[src/rtl/rom_load_sequencer_pkg.sv]
`default_nettype none
//------------------------------------------------------------------------------
// Module      : rom_load_pkg
// Description : Shared constants for the ROM download sequencer: FSM state
//               codes, ioctl download indices and the ROM region map.
// Revision    : 1.0 - initial release
//------------------------------------------------------------------------------
package rom_load_pkg;

   // Size of the region table below; NUM_REGIONS must not exceed it.
   localparam int PKG_NUM_REGIONS = 4;

   // ioctl download indices handled by the sequencer
   localparam logic [7:0] IDX_ROM   = 8'd0;
   localparam logic [7:0] IDX_TITLE = 8'd1;
   localparam logic [7:0] IDX_DIP   = 8'd254;

   // Sequencer FSM states
   localparam logic [1:0] ST_IDLE = 2'd0;
   localparam logic [1:0] ST_LO   = 2'd1;
   localparam logic [1:0] ST_HI   = 2'd2;

   // Region r covers byte addresses [REGION_BASE[r], REGION_END[r])
   localparam logic [31:0] REGION_BASE [PKG_NUM_REGIONS] =
      '{32'h0000_0000, 32'h0000_8000, 32'h0000_A000, 32'h0000_E000};
   localparam logic [31:0] REGION_END  [PKG_NUM_REGIONS] =
      '{32'h0000_8000, 32'h0000_A000, 32'h0000_E000, 32'h0001_0000};

endpackage
`default_nettype wire

[src/rtl/rom_load_sequencer_if.sv]
`default_nettype none
//------------------------------------------------------------------------------
// Module      : rom_load_sequencer_if
// Description : Byte-write bus from the download sequencer (master) to the
//               core ROM regions (slave). A byte is transferred on every
//               cycle where rom_we and rom_ack are both high.
// Revision    : 1.0 - initial release
//------------------------------------------------------------------------------
interface rom_load_sequencer_if #(
   parameter int RADDR_W = 16
) ();
   logic               rom_we;
   logic [2:0]         rom_sel;
   logic [RADDR_W-1:0] rom_addr;
   logic [7:0]         rom_data;
   logic               rom_ack;

   modport master (output rom_we, output rom_sel, output rom_addr,
                   output rom_data, input rom_ack);
   modport slave  (input rom_we, input rom_sel, input rom_addr,
                   input rom_data, output rom_ack);
endinterface
`default_nettype wire

[src/rtl/rom_load_sequencer_decode.sv]
`default_nettype none
//------------------------------------------------------------------------------
// Module      : rom_region_decode
// Description : Combinational byte-address decode into ROM region number and
//               region-relative address. The lowest region whose end bound
//               exceeds the address wins; no match clears hit.
// Revision    : 1.0 - initial release
//------------------------------------------------------------------------------
module rom_region_decode
   import rom_load_pkg::*;
#(
   parameter int ADDR_W      = 27,
   parameter int RADDR_W     = 16,
   parameter int NUM_REGIONS = 4
) (
   input  logic [ADDR_W-1:0]  byte_addr,
   output logic               hit,
   output logic [2:0]         sel,
   output logic [RADDR_W-1:0] rel_addr
);

   logic [31:0] addr32;
   assign addr32 = 32'(byte_addr);

   // Scan from the top region down so the lowest matching region is kept
   always_comb begin
      hit      = 1'b0;
      sel      = '0;
      rel_addr = '0;
      for (int r = NUM_REGIONS - 1; r >= 0; r--) begin
         if (addr32 < REGION_END[r]) begin
            hit      = 1'b1;
            sel      = 3'(r);
            rel_addr = RADDR_W'(addr32 - REGION_BASE[r]);
         end
      end
   end

endmodule
`default_nettype wire

[src/rtl/rom_load_sequencer.sv]
`default_nettype none
//------------------------------------------------------------------------------
// Module      : rom_load_sequencer
// Description : Turns the hps_io ioctl download stream into byte writes to the
//               core ROM regions, stalling the HPS with ioctl_wait until each
//               byte is accepted. Also captures DIP-switch and title bytes and
//               flags completion of the core ROM download.
//               Optional macro LOADER_CHECKSUM_EN adds the rom_sum output.
// Revision    : 1.0 - initial release
//------------------------------------------------------------------------------
module rom_load_sequencer
   import rom_load_pkg::*;
#(
   parameter int ADDR_W      = 27,
   parameter int RADDR_W     = 16,
   parameter int NUM_REGIONS = 4
) (
   input  logic              clk_sys,
   input  logic              reset,
   input  logic              ioctl_download,
   input  logic [7:0]        ioctl_index,
   input  logic              ioctl_wr,
   input  logic [ADDR_W-1:0] ioctl_addr,
   input  logic [15:0]       ioctl_dout,
   output logic              ioctl_wait,
   rom_load_sequencer_if.master rom,
   output logic [63:0]       dsw,
   output logic [7:0]        title,
   output logic              rom_loaded,
`ifdef LOADER_CHECKSUM_EN
   output logic [15:0]       rom_sum,
`endif
   output logic              drop_err
);

   logic [1:0]         state;
   logic [ADDR_W-1:0]  lat_addr;
   logic [7:0]         lat_hi;
   logic [7:0]         idx_q;
   logic               dl_q;
   logic               load_pend;

   logic               dl_rise;
   logic               dl_fall;
   logic               rom_start;
   logic               rom_strobe;
   logic               byte_done;

   logic [ADDR_W-1:0]  dec_addr;
   logic               dec_hit;
   logic [2:0]         dec_sel;
   logic [RADDR_W-1:0] dec_rel;

   assign dl_rise    = ioctl_download & ~dl_q;
   assign dl_fall    = ~ioctl_download & dl_q;
   assign rom_start  = dl_rise & (ioctl_index == IDX_ROM);
   assign rom_strobe = ioctl_wr & ioctl_download & (ioctl_index == IDX_ROM)
                       & (state == ST_IDLE);
   // A byte is finished when accepted, or immediately when it was skipped
   assign byte_done  = ~rom.rom_we | rom.rom_ack;

   // The single decoder looks at the incoming low byte while idle and at the
   // high byte (addr+1) while the low byte is in flight.
   assign dec_addr = (state == ST_IDLE) ? ioctl_addr : (lat_addr + ADDR_W'(1));

   rom_region_decode #(
      .ADDR_W      (ADDR_W),
      .RADDR_W     (RADDR_W),
      .NUM_REGIONS (NUM_REGIONS)
   ) u_decode (
      .byte_addr (dec_addr),
      .hit       (dec_hit),
      .sel       (dec_sel),
      .rel_addr  (dec_rel)
   );

   // Word FSM: latch the word, then present low and high bytes in turn
   always_ff @(posedge clk_sys) begin
      if (reset) begin
         state        <= ST_IDLE;
         lat_addr     <= '0;
         lat_hi       <= '0;
         ioctl_wait   <= 1'b0;
         rom.rom_we   <= 1'b0;
         rom.rom_sel  <= '0;
         rom.rom_addr <= '0;
         rom.rom_data <= '0;
      end else begin
         case (state)
            ST_IDLE: begin
               if (rom_strobe) begin
                  lat_addr     <= ioctl_addr;
                  lat_hi       <= ioctl_dout[15:8];
                  ioctl_wait   <= 1'b1;
                  rom.rom_we   <= dec_hit;
                  rom.rom_sel  <= dec_sel;
                  rom.rom_addr <= dec_rel;
                  rom.rom_data <= ioctl_dout[7:0];
                  state        <= ST_LO;
               end
            end
            ST_LO: begin
               if (byte_done) begin
                  rom.rom_we   <= dec_hit;
                  rom.rom_sel  <= dec_sel;
                  rom.rom_addr <= dec_rel;
                  rom.rom_data <= lat_hi;
                  state        <= ST_HI;
               end
            end
            ST_HI: begin
               if (byte_done) begin
                  rom.rom_we <= 1'b0;
                  ioctl_wait <= 1'b0;
                  state      <= ST_IDLE;
               end
            end
            default: state <= ST_IDLE;
         endcase
      end
   end

   // Sticky error: cleared by a new ROM download, set by a busy strobe or a
   // byte that falls outside every region
   always_ff @(posedge clk_sys) begin
      if (reset) begin
         drop_err <= 1'b0;
      end else begin
         if (rom_start)
            drop_err <= 1'b0;
         if ((ioctl_wr && state != ST_IDLE) ||
             (rom_strobe && !dec_hit) ||
             (state == ST_LO && byte_done && !dec_hit))
            drop_err <= 1'b1;
      end
   end

   // DIP-switch and title bytes are captured directly in the strobe cycle
   always_ff @(posedge clk_sys) begin
      if (reset) begin
         dsw   <= '0;
         title <= '0;
      end else if (ioctl_wr && ioctl_download && state == ST_IDLE) begin
         if (ioctl_index == IDX_DIP && ioctl_addr[24:3] == '0)
            dsw[{ioctl_addr[2:0], 3'b000} +: 8] <= ioctl_dout[7:0];
         if (ioctl_index == IDX_TITLE)
            title <= ioctl_dout[7:0];
      end
   end

   // Download tracking: rom_loaded rises when an index-0 download ends and
   // the last word has drained out of the FSM
   always_ff @(posedge clk_sys) begin
      if (reset) begin
         dl_q       <= 1'b0;
         idx_q      <= '0;
         load_pend  <= 1'b0;
         rom_loaded <= 1'b0;
      end else begin
         dl_q <= ioctl_download;
         if (dl_rise) begin
            idx_q     <= ioctl_index;
            load_pend <= 1'b0;
            if (ioctl_index == IDX_ROM)
               rom_loaded <= 1'b0;
         end else if (dl_fall && idx_q == IDX_ROM) begin
            if (state == ST_IDLE)
               rom_loaded <= 1'b1;
            else
               load_pend  <= 1'b1;
         end else if (load_pend && state == ST_IDLE) begin
            rom_loaded <= 1'b1;
            load_pend  <= 1'b0;
         end
      end
   end

`ifdef LOADER_CHECKSUM_EN
   // Running 16-bit sum of every byte accepted by the target
   always_ff @(posedge clk_sys) begin
      if (reset || rom_start)
         rom_sum <= '0;
      else if (rom.rom_we && rom.rom_ack)
         rom_sum <= rom_sum + 16'(rom.rom_data);
   end
`endif

endmodule
`default_nettype wire

[src/flat_wrapper.sv]
// flat-port wrapper written by rule: the top's interface ports become plain ports
module rom_load_sequencer_flat import rom_load_pkg::*;
#(
   parameter int ADDR_W      = 27,
   parameter int RADDR_W     = 16,
   parameter int NUM_REGIONS = 4
)
  (clk_sys, reset, ioctl_download, ioctl_index, ioctl_wr, ioctl_addr, ioctl_dout, ioctl_wait, dsw, title, rom_loaded, drop_err, rom_rom_we, rom_rom_sel, rom_rom_addr, rom_rom_data, rom_rom_ack);
  rom_load_sequencer_if #(.RADDR_W(RADDR_W)) rom_i ();
  input  logic clk_sys;
  input  logic reset;
  input  logic ioctl_download;
  input  logic [7:0] ioctl_index;
  input  logic ioctl_wr;
  input  logic [ADDR_W-1:0] ioctl_addr;
  input  logic [15:0] ioctl_dout;
  output logic ioctl_wait;
  output logic [63:0] dsw;
  output logic [7:0] title;
  output logic rom_loaded;
  output logic drop_err;
  output wire logic [$bits(rom_i.rom_we)-1:0] rom_rom_we;
  output wire logic [$bits(rom_i.rom_sel)-1:0] rom_rom_sel;
  output wire logic [$bits(rom_i.rom_addr)-1:0] rom_rom_addr;
  output wire logic [$bits(rom_i.rom_data)-1:0] rom_rom_data;
  input wire logic [$bits(rom_i.rom_ack)-1:0] rom_rom_ack;
  assign rom_rom_we = rom_i.rom_we;
  assign rom_rom_sel = rom_i.rom_sel;
  assign rom_rom_addr = rom_i.rom_addr;
  assign rom_rom_data = rom_i.rom_data;
  assign rom_i.rom_ack = rom_rom_ack;
  rom_load_sequencer #(.ADDR_W(ADDR_W), .RADDR_W(RADDR_W), .NUM_REGIONS(NUM_REGIONS)) u_core (.clk_sys(clk_sys), .reset(reset), .ioctl_download(ioctl_download), .ioctl_index(ioctl_index), .ioctl_wr(ioctl_wr), .ioctl_addr(ioctl_addr), .ioctl_dout(ioctl_dout), .ioctl_wait(ioctl_wait), .rom(rom_i), .dsw(dsw), .title(title), .rom_loaded(rom_loaded), .drop_err(drop_err));
endmodule
[config.mk]
export PLATFORM = sky130hd
export DESIGN_NAME = rom_load_sequencer_flat
export DESIGN_NICKNAME = d
export VERILOG_FILES = /design/src/rtl/rom_load_sequencer_pkg.sv /design/src/rtl/rom_load_sequencer_if.sv /design/src/rtl/rom_load_sequencer_decode.sv /design/src/rtl/rom_load_sequencer.sv /design/src/flat_wrapper.sv
export SDC_FILE = /design/constraint.sdc
export NUM_CORES = 1
export LEC_CHECK = 0
export CORE_ASPECT_RATIO = 0.5
export CORE_UTILIZATION = 45
export DETAILED_ROUTE_END_ITERATION = 7
export GPL_ROUTABILITY_DRIVEN = 0
export HOLD_SLACK_MARGIN = 0.02
export PLACE_DENSITY_LB_ADDON = 0.15
export SETUP_SLACK_MARGIN = 0.05
export SYNTH_ARGS = -nofsm -noshare
export SYNTH_HDL_FRONTEND = slang
export SYNTH_SLANG_ARGS = --single-unit
[constraint.sdc]
create_clock -name clk_sys -period 2.35 [get_ports clk_sys]
set_clock_uncertainty 0.05 [all_clocks]
set_input_delay 0.235 -clock clk_sys [delete_from_list [all_inputs] [get_ports clk_sys]]
set_output_delay 0.235 -clock clk_sys [all_outputs]
set_load 0.01 [all_outputs]
== Yosys cells after proc, flatten, opt, wreduce, memory -nomap -nowiden ==
Cells that the tools add are included.

* Add/sub/neg operators: 5
* $lt $le $gt $ge: 4
* Equal/unequal tests: 10
* Shift-type cells: 2
* Mux-type cells: 43
* Bitwise operators: 10
* Reductions and logical operators: 33

{| class="wikitable"
|+ Operators with widths
! kind !! number
|-
| two-way mux 16 bit || 6
|-
| less-than comparator 27 x 16 -> 1 bit, second input constant || 3
|-
| bitwise mux 64 bit || 1
|-
| variable shift 8 x 8 -> 64 bit, first input constant || 1
|-
| indexed part select 8 x 8 -> 64 bit || 1
|-
| subtractor 16 bit, second input constant || 3
|-
| case mux 16 bit (2 select lines) || 1
|-
| adder 27 x 1 -> 27 bit, second input constant || 1
|-
| less-than comparator 27 x 17 -> 1 bit, second input constant || 1
|-
| two-way mux 27 bit || 1
|-
| logical NOT 22 bit || 1
|-
| two-way mux 1 bit || 18
|-
| logical NOT 8 bit || 2
|-
| two-way mux 8 bit || 2
|-
| case mux 8 bit (2 select lines) || 1
|-
| two-way mux 3 bit || 5
|-
| AND reduction 3 bit || 4
|-
| nonzero test 2 bit || 5
|-
| logical AND 1 bit || 9
|-
| equality test 8 x 1 -> 1 bit, second input constant || 1
|-
| equality test 8 bit, second input constant || 1
|-
| two-way mux 2 bit || 4
|-
| negation 6 -> 8 bit || 1
|-
| AND reduction 2 bit || 4
|-
| 18 further kinds || 30
|}

* Bits in registers: 150
* Bits of input ports: 56
* Output and inout bits: 103

== Logic depth before layout (Yosys ltp) ==
* Depth in word-level cells: 12
* Gate-level depth with buffers: 11

== By module ==
Synthesis repeated with hierarchy kept, for this count alone.

* Cell total of the unflattened synthesis: 806
* Area total of the unflattened synthesis: 7,050.5 sq um

{| class="wikitable"
|+ By module, submodules not included
! module !! instances !! cells an instance !! area each (sq um) !! sequential area each (sq um)
|-
| rom_load_sequencer || 1 || 772 || 6,805.3 || 3,002.9
|-
| rom_region_decode || 1 || 34 || 245.2 || 0.0
|}

== Worst setup path after synthesis ==
OpenSTA, ideal clock, no wires.

* Kind: register to register
* From: register u_core.state[1]
* To: register u_core.dsw[10]
* Setup time: 0.070 ns
* Arrival time: 2.302 ns
* Required time: 2.230 ns
* Setup slack: -0.072 ns
* Stages on the path, launching flop included: 9
* Path buffers: 1
* Path through: dfxtp_1 or2_1 or3_1 or4_4 nor3b_2 and2_1 buf_4 nand3_1 a21oi_1

* Cells in the longest elaborated chain, start to end: 3

{| class="wikitable"
|+ Ends and longest elaborated chain
! item !! RTL line !! text
|-
| start: declaration || rom_load_sequencer.sv:36 || <nowiki>logic [1:0] state;</nowiki>
|-
| start signal: assignment || rom_load_sequencer.sv:80 || <nowiki>state <= ST_IDLE;</nowiki>
|-
| start signal: assignment || rom_load_sequencer.sv:99 || <nowiki>state <= ST_LO;</nowiki>
|-
| start signal: assignment || rom_load_sequencer.sv:108 || <nowiki>state <= ST_HI;</nowiki>
|-
| logical NOT 2 bit || rom_load_sequencer.sv:143 || <nowiki>end else if (ioctl_wr && ioctl_download && state == ST_IDLE) begin</nowiki>
|-
| logical AND 1 bit || rom_load_sequencer.sv:143 ||
|-
| AND reduction 2 bit (no source line) || n/a ||
|-
| end signal: indexed assignment || rom_load_sequencer.sv:145 || <nowiki>dsw[{ioctl_addr[2:0], 3'b000} +: 8] <= ioctl_dout[7:0];</nowiki>
|-
| end: declaration || rom_load_sequencer.sv:27 || <nowiki>output logic [63:0] dsw,</nowiki>
|}

No other way between the ends.
A chain may end at the register's enable or synchronous reset.

== Worst setup path after layout ==
* From: register u_core.state[1]
* To: register u_core.dsw[11]

The elaborated chain is that of the path after synthesis.

==> reports/results.tsv <==
metric	value	unit
start_kind	flip-flop	
antenna_found_initial	0	
start_util	47.0	%
core_area	13800	µm²
avgRoutedWirePerCell	17.1	µm
cts_buffer_depth	2	
yosysTopAreaCellShare	45.9	%
grt_overflow	0	
rsz0062_at_grt	yes	
violations	negative setup slack	
grt_max_degree	126	
ant_nets	0	
synth_cell_types	53	
hp-class	primary input to flip-flop	
grt_pass1_vias	6240	
first_pass_iters	5	
drt-total-wl	20.4	mm
setup_viol	35	
fmax	408	MHz
power	5.62	mW
fin_nets	1047	
synth_nets	818	
synth-edff-count	0	
drt_iter0_markers	458	
cts_buffers	17	
cts_max_level	4	
endpoint	u_core.dsw[11]	
drc	0	
whs	107	ps
drive_gt1_share	27.2	%
die_area	15000	µm²
fin_crit_sh	104	%
cts_tree	built	
tightest_slew	770	ps
maxCapViolCount	0	
die_h	87.0	µm
crit_buf_inv	1	
ff_latch_area	3010	µm²
multi_input_area	3790	µm²
yosysWarnings	0	
syn_inst	754	
areaGrowthSynthToFinish	55.1	%
clk_transition_reported_paths	70	ps
async_flop_share	0	%
p_leak	3.77	nW
cts_root_buf	clkbuf_16	
ctsHoldBuffers	0	
yosys-top-cells-count	149 x dfxtp_1, 97 x nand2_1, 88 x nor2_1	
critPathSlowestCell	or4_4	
status	finished, violations left	
crit_fanout	8	
ir_drop	528	µV
diodes	0	
r2r-start	u_core.state[1]	
cp-end-kind	flip-flop	
grt_pass1_wl	31.1	mm
startpoint	u_core.state[1]	
vias_per_cell	5.34	
worstRegToRegCells	8	
cp_cell_sequence	or2_1, or3_4, or4_4, nor3b_4, buf_6, and2_4, nand3_2, a21oi_2	
cp_top_family	simple AND/OR/NAND/NOR gates	
yosys.area.top_type	dfxtp_1	
drv_slew	0	
worst-path-stages	8	
rows	30	
io_buffers	157	
yosys.cell_count.top_type	dfxtp_1	
crit_type	flip-flop to flip-flop	
hold_viol	0	
insertion_delay	420	ps
avgSynthCellArea	8.62	µm²
cts_num_sinks	149	
die_w	172	µm
syn_area	6500	µm²
max_slew_margin	48.5	%
required	2650	ps
ys_ff_latch	149	
fin_crit	2450	ps
vias	6346	
fill_cells	1047	
cp.arrival	2750	ps
finalWorstSetupSlack	-101	ps
r2r_slack	-100	ps
yosysSeqAreaShare	45.9	%
timing.rr.end	u_core.dsw[11]	
io_pins	159	
synth_ff_type	dfxtp_1	
grt_use_total	27.0	%
synthTopCellsByArea	dfxtp_1 46%, mux2i_1 11%, nand2_1 5.6%	
slowest_delay	550	ps
dp_hpwl	13.0	mm
powerDensity	558	nW/µm²
[sequential cells by signal (all words and copies together) (netlist names)]
| name | cells |
|---|---|
| u_core.lat_hi | 8 |
| u_core.rom.rom_we | 1 |
| u_core.rom.rom_sel | 2 |
| u_core.title | 8 |
| u_core.dl_q | 1 |
| u_core.rom.rom_addr | 16 |
| u_core.rom_loaded | 1 |
| u_core.state | 2 |
| u_core.rom.rom_data | 8 |
| u_core.drop_err | 1 |
| u_core.dsw | 64 |
| u_core.load_pend | 1 |
| u_core.lat_addr | 27 |
| u_core.ioctl_wait | 1 |
| u_core.idx_q | 8 |
[worst register-to-register path, delay by kind of cell (launching register included)]
kind / cells / cell delay (ps)
AOI/OAI and AO/OA: 1 / 180
buffers and inverters: 1 / 180
DFF: 1 / 320
and+or+nand+nor: 6 / 1660
[power by group]
group	switching (mW)	total [mW]	internal, mW	leakage, nW
combinational	0.218	0.394	0.177	2.27
clock	1.26	2.69	1.43	0.286
sequential	0.00511	2.53	2.53	1.21
total	1.49	5.62	4.13	3.77
[metal layers]
| metal | GRT usage, % | vias to the layer above | wire [µm] |
|---|---|---|---|
| li1 | - | 3103 | - |
| met1 | 34.1 | 3052 | 8810 |
| met2 | 46.1 | 168 | 10100 |
| met3 | 5.27 | 23 | 1150 |
| met4 | 9.98 | 0 | 297 |
| met5 | 0 | - | 0 |
[per-stage QoR]
stage	worst slack, ps	util (%)	cell area (µm²)	TNS [ps]	std cells
floorplan	25.3	-	6540	0	754
global placement	-463	63.9	8830	-26170	1142
detailed placement	-500	63.9	8830	-26000	1142
CTS	-78.2	70.3	9710	-2450	1185
global route	-204	73.0	10100	-8950	1188
finish	-101	73.0	10100	-2170	1188
[worst min path at each step]
stage               cells after the start            from  slack, ps             endpoint
finish                                  2           reset        110  u_core.lat_addr[26]
global route                            2           reset        110  u_core.lat_addr[26]
global placement                        2  u_core.dsw[60]        390       u_core.dsw[60]
detailed placement                      2  u_core.dsw[42]        400       u_core.dsw[42]
floorplan                               1  ioctl_download        310          u_core.dl_q
CTS                                     2           reset         90   u_core.lat_addr[9]
[final cells by class]
class	count	area share, %
Sequential cell	149	29.9
Inverter	6	0.223
Timing Repair Buffer	264	24.1
Clock inverter	15	1.55
Multi-Input combinational cell	545	37.6
Tap cell	192	2.38
Clock buffer	17	4.22
[timing repair]
action | 4_1_cts | 5_1_grt
gates resized for setup | 63 | 81
pin swaps | 36 | 42
buffers inserted | 10 | 3
gates cloned | 1 | 0
setup endpoints to repair | 75 | 83
[cell families after synthesis]
logic type               count (synthesis)  share of synthesized area, %
AO/OA/AOI/OAI                          122                          11.3
multiplexers                            69                          10.6
adder cells (fa/ha/maj)                  8                          1.54
XOR/XNOR                                17                          2.29
buffers and inverters                   60                          4.06
flip-flops                             149                          45.9
AND/OR/NAND/NOR                        328                          24.2
other                                    1                        0.0577
[placed cells by master (no fill, tap or decap), types with 5 or more instances in the layout]
| cell | instances |
|---|---|
| inv_6 | 5 |
| dfxtp_2 | 15 |
| nand4_1 | 14 |
| nand3_1 | 19 |
| xor2_1 | 13 |
| nor4_1 | 9 |
| o21ai_0 | 10 |
| nor2_1 | 86 |
| nor3_1 | 9 |
| nand2_1 | 91 |
| nor2b_1 | 6 |
| clkdlybuf4s50_1 | 156 |
| ha_1 | 7 |
| and2_4 | 6 |
| nand3_2 | 39 |
| clkbuf_16 | 17 |
| dfxtp_1 | 131 |
| a21oi_1 | 35 |
| a21oi_2 | 36 |
| a22o_1 | 10 |
| inv_8 | 6 |
| mux2i_1 | 68 |
| buf_4 | 99 |
| buf_6 | 6 |
| a211oi_1 | 13 |
| inv_1 | 6 |
No activity file was read; power rests on OpenSTA's default activity.
